## src/rtl/simon_pkg.sv

```systemverilog
// Shared types and helpers for the Simon push-button input block.
package simon_pkg;

    typedef enum logic [1:0] {
        IDLE     = 2'd0,
        EMIT     = 2'd1,
        WAIT_REL = 2'd2
    } state_t;

    localparam int DEBOUNCE_CYCLES_DEFAULT = 1000000;
    localparam int NUM_BTN_DEFAULT         = 4;
    localparam int MAX_BTN                 = 8;

    // Only meaningful for a one-hot input; callers check one-hotness themselves.
    function automatic logic [2:0] onehot_to_idx(input logic [MAX_BTN-1:0] v);
        logic [2:0] r;
        r = '0;
        for (int i = 0; i < MAX_BTN; i++) begin
            if (v[i]) r = 3'(i);
        end
        return r;
    endfunction

endpackage

```

## src/rtl/simon_debounce_bit.sv

```systemverilog
// Two-flop synchroniser followed by a restart-on-bounce debounce counter for one button.
module simon_debounce_bit
    import simon_pkg::*;
#(
    parameter int DEBOUNCE_CYCLES = DEBOUNCE_CYCLES_DEFAULT,
    parameter int CNT_W           = 20
)(
    input  logic CLK,
    input  logic RST,
    input  logic raw,
    output logic level
);

    logic             r_sync1;
    logic             r_sync2;
    logic             r_stable;
    logic [CNT_W-1:0] r_cnt;

    always_ff @(posedge CLK) begin
        if (RST) begin
            r_sync1  <= 1'b0;
            r_sync2  <= 1'b0;
            r_stable <= 1'b0;
            r_cnt    <= '0;
        end else begin
            r_sync1 <= raw;
            r_sync2 <= r_sync1;
            // The counter tops out at DEBOUNCE_CYCLES-1, so it can never wrap.
            if (r_sync2 != r_stable) begin
                if (r_cnt == CNT_W'(DEBOUNCE_CYCLES - 1)) begin
                    r_stable <= r_sync2;
                    r_cnt    <= '0;
                end else begin
                    r_cnt <= r_cnt + CNT_W'(1);
                end
            end else begin
                r_cnt <= '0;
            end
        end
    end

    assign level = r_stable;

endmodule

```

## src/rtl/simon_button_in.sv

```systemverilog
// Debounced Simon buttons to one press event per press on a valid/ready handshake.
// Build option SIMON_CHORD_FLAG_EN adds a one-cycle chord_err pulse output.
module simon_button_in
    import simon_pkg::*;
#(
    parameter int NUM_BTN         = NUM_BTN_DEFAULT,
    parameter int DEBOUNCE_CYCLES = DEBOUNCE_CYCLES_DEFAULT,
    parameter int CNT_W           = 20,
    parameter int IDX_W           = 2
)(
    input  logic               CLK,
    input  logic               RST,
    input  logic [NUM_BTN-1:0] btn_raw,
    output logic [NUM_BTN-1:0] btn_level,
    output logic               btn_valid,
    output logic [IDX_W-1:0]   btn_idx,
    input  logic               btn_ready
`ifdef SIMON_CHORD_FLAG_EN
    ,
    output logic               chord_err
`endif
);

    logic [NUM_BTN-1:0] w_level;
    logic [MAX_BTN-1:0] w_level_ext;
    logic               w_onehot;

    state_t             r_state;
    logic               r_valid;
    logic [IDX_W-1:0]   r_idx;
    logic               r_chord;

    for (genvar g = 0; g < NUM_BTN; g++) begin : g_db
        simon_debounce_bit #(
            .DEBOUNCE_CYCLES(DEBOUNCE_CYCLES),
            .CNT_W          (CNT_W)
        ) u_db (
            .CLK  (CLK),
            .RST  (RST),
            .raw  (btn_raw[g]),
            .level(w_level[g])
        );
    end

    assign w_level_ext = MAX_BTN'(w_level);
    assign w_onehot    = (w_level != '0) &&
                         ((w_level & (w_level - NUM_BTN'(1))) == '0);

    always_ff @(posedge CLK) begin
        if (RST) begin
            r_state <= IDLE;
            r_valid <= 1'b0;
            r_idx   <= '0;
            r_chord <= 1'b0;
        end else begin
            r_chord <= 1'b0;
            case (r_state)
                IDLE: begin
                    if (w_onehot) begin
                        r_idx   <= IDX_W'(onehot_to_idx(w_level_ext));
                        r_valid <= 1'b1;
                        r_state <= EMIT;
                    end else if (w_level != '0) begin
                        r_chord <= 1'b1;
                        r_state <= WAIT_REL;
                    end
                end
                EMIT: begin
                    // Releasing the button here does not cancel the pending event.
                    if (btn_ready) begin
                        r_valid <= 1'b0;
                        r_state <= WAIT_REL;
                    end
                end
                WAIT_REL: begin
                    if (w_level == '0) r_state <= IDLE;
                end
                default: begin
                    r_valid <= 1'b0;
                    r_state <= IDLE;
                end
            endcase
        end
    end

    assign btn_level = w_level;
    assign btn_valid = r_valid;
    assign btn_idx   = r_idx;

`ifdef SIMON_CHORD_FLAG_EN
    assign chord_err = r_chord;
`else
    logic w_chord_unused;
    assign w_chord_unused = r_chord;
`endif

endmodule
```

## config.mk

```make
export PLATFORM = sky130hd
export DESIGN_NAME = simon_button_in
export DESIGN_NICKNAME = d
export VERILOG_FILES = /design/src/rtl/simon_pkg.sv /design/src/rtl/simon_debounce_bit.sv /design/src/rtl/simon_button_in.sv
export SDC_FILE = /design/constraint.sdc
export NUM_CORES = 1
export LEC_CHECK = 0
export CAP_MARGIN = 20
export CORE_MARGIN = 4
export CORE_UTILIZATION = 55
export DETAILED_ROUTE_END_ITERATION = 16
export GPL_ROUTABILITY_DRIVEN = 0
export PLACE_DENSITY = 0.73
export SYNTH_ARGS = -nofsm -noshare
export SYNTH_HDL_FRONTEND = slang
export SYNTH_SLANG_ARGS = --single-unit
```

## constraint.sdc

```tcl
create_clock -name CLK -period 2.5 [get_ports CLK]
set_input_delay 0.5 -clock CLK [delete_from_list [all_inputs] [get_ports CLK]]
set_output_delay 0.5 -clock CLK [all_outputs]
set_load 0.05 [all_outputs]
```

==> results.yml <==
critical_path:
  required_ns: 2.00
  crit_buf_inv: 1
  startpoint_type: "register"
  crit_fanout: 12
  end_kind: "output port"
  reg2reg_depth: 4
  slowest_delay_ns: 0.89
  cp.arrival_ns: 1.82
  cp_cell_sequence: "clkdlybuf4s50_1"
  slowest_stage: "clkdlybuf4s50_1"
  cp_num_cells: 1
  crit_type: "register to output port"
  path_delay_family: "buffers and inverters"
  r2r-start: "g_db[1].u_db.r_cnt[14]"
  startpoint: "g_db[2].u_db.level"
clock_network:
  clock_sinks: 97
  numCtsBuffers: 9
  cts_setup_buffers: 0
  clockBufferDepth: 2
  cts_tree: "yes"
  cts.clk_slew.worst_paths_ns: 0.09
  root_buffer: "clkbuf_8"
  clock_latency_ns: 0.35
  cts_hold_buffers: 0
  cts_resized: 0
  cts.htree.levels: 3
floorplanning:
  die_x_microns: 97.6
  initial_core_util: 0.568
  die_area_sq_mm: 0.00952
  pin_count: 14
  coreArea_sq_mm: 0.00777
  rows: 32
  die_y_microns: 97.6
timing:
  fmax_mhz: 432
  worstMarginPinSlew_ns: 0.525
  rsz0062_at_grt: "no"
  final-hold-violation-count: 0
  setup_viol_count_final: 0
  skew_ns: 0.0105
  setup_tns_ns: 0
  min_period_ns: 2.32
  maxSlewViolCount: 0
  max_slew_margin: 0.649
  post-route-period-util: 0.926
global_routing:
  use_met2: 0.292
  use_met1: 0.225
  grt_max_degree: 20
  grt_pass1_wl_microns: 14300
  grt_overflow: 0
  grt_pass1_vias: 3242
  antenna_found_initial: 0
  busiest_layer: "met2"
  globalRouteTotalUtil: 0.176
  met3_usage: 0.0345
detailed_routing:
  vias: 3533
  wl_microns: 8220
  vias_per_cell: 5.65
  drt_iter0_drc: 102
  wl_per_cell_microns: 13.2
  drtPass1Iterations: 4
  drc: 0
  drtAntennaViolNets: 0
pwr:
  sequentialPowerShare: 0.628
  p_int_w: 0.00193
  clkPwrFrac: 0.355
  p_sw_frac: 0.221
  p_leak_nw: 1.37
  power_density_mw_per_mm2: 522
  peakVddDrop_uv: 339
  comb_power_share: 0.017
  finalPower_w: 0.00248
  p_sw_w: 0.000547
synthesis:
  syn_avg_cell_area_sq_um: 8.63
  yosysSeqAreaShare: 0.440
  yosysWarnings: 0
  synth_cell_types: 41
  async_reset_ff_frac: 0
  synth_edf_count: 0
  synthCells: 511
  syn_area_sq_mm: 0.00441
  syn_nets: 522
  synth-main-ff-cell: "dfxtp_1"
  synth_seq_cells: 97
finish:
  final_cell_mix: "97 x dfxtp_1, 63 x nor2_1, 34 x nand2_1"
  final_nets: 529
  area_delta_synth_final_pct: 7.69
  antenna_cells: 0
  post-route-util: 0.611
  drive_above_1_share: 0.0516
  mostFrequentLayoutCell: "dfxtp_1"
job:
  maxCapViolCount: 0
worst_hold_path:
  holdPathStages: 1
  worstHoldPathType: "register to register"
  hold_path.startpoint: "g_db[1].u_db.r_sync1"
placed_design:
  io_buffer_count: 13
  dp_hpwl_microns: 5830
status:
  status: "completed"
==> per-stage QoR <==
step | instances | hold slack (ns) | worst slack (ns) | area [sq um]
after floorplan | 511 | 0.414 | 0.584 | 4410
after global placement | 609 | 0.424 | 0.456 | 4590
after detailed placement | 609 | 0.426 | 0.413 | 4590
after CTS | 625 | 0.446 | 0.159 | 4750
after global routing | 625 | 0.461 | 0.0909 | 4750
final | 625 | 0.442 | 0.185 | 4750
==> power by group through the flow <==
stage	Combinational (W)	Clock (W)	Sequential, W
2_1_floorplan	0.0000266	0	0.00159
3_3_place_gp	0.0000429	0	0.00159
3_5_place_dp	0.0000444	0	0.00159
4_1_cts	0.0000444	0.000907	0.00156
5_1_grt	0.0000488	0.000973	0.00156
6_report	0.0000433	0.000878	0.00156
==> registers in the layout (all words and copies together) (netlist names) <==
| signal | cells |
|---|---|
| g_db.u_db.r_cnt | 80 |
| g_db.u_db.level | 4 |
| btn_idx | 2 |
| r_state | 2 |
| btn_valid | 1 |
| g_db.u_db.r_sync2 | 4 |
| g_db.u_db.r_sync1 | 4 |
==> cells in the mapped netlist, types with 10 or more instances <==
cell type / n / share of area
a21oi_1: 29 / 0.033
clkbuf_1: 12 / 0.010
dfxtp_1: 97 / 0.44
inv_1: 17 / 0.014
nand2_1: 34 / 0.029
nand3_1: 31 / 0.035
nand4_1: 12 / 0.017
nor2_1: 63 / 0.054
nor3_1: 15 / 0.017
nor4_1: 10 / 0.014
o21ai_0: 21 / 0.024
o31ai_1: 13 / 0.022
or3_1: 20 / 0.028
or4_1: 14 / 0.024
xnor2_1: 31 / 0.062
xor2_1: 20 / 0.040
==> metal layers <==
metal	wire, microns	up-vias
met1	3860	1663
met4	97	0
met5	0	-
met3	200	10
li1	-	1822
met2	4060	38
==> cell families (layout without fill, tap and decap cells) <==
| logic type | after synthesis | in the layout | synth area share |
|---|---|---|---|
| fa+ha+maj | 5 | 5 | 0.0136 |
| compound gates | 80 | 80 | 0.113 |
| xor+xnor | 51 | 51 | 0.101 |
| simple gates | 239 | 239 | 0.290 |
| flops | 97 | 97 | 0.440 |
| buf+inv | 38 | 50 | 0.0400 |
| mux | 1 | 1 | 0.00227 |
==> worst paths after layout <==
check	slack, ns	endpoint
hold / removal	0.44	g_db[1].u_db.r_sync2
setup reg to reg	0.40	g_db[1].u_db.r_cnt[3]
setup / recovery	0.18	btn_level[2]
hold reg to reg	0.44	g_db[1].u_db.r_sync2
==> area by class of cell <==
cell class / instances / area, sq um
multi-input combinational: 376 / 2290
timing repair buffer: 17 / 160
fill: 696 / 3020
sequential: 97 / 1940
inverter: 17 / 63.8
tap: 102 / 128
clock buffer: 11 / 131
clock inverter: 5 / 32.5
Power figures use the tool's default switching activity.
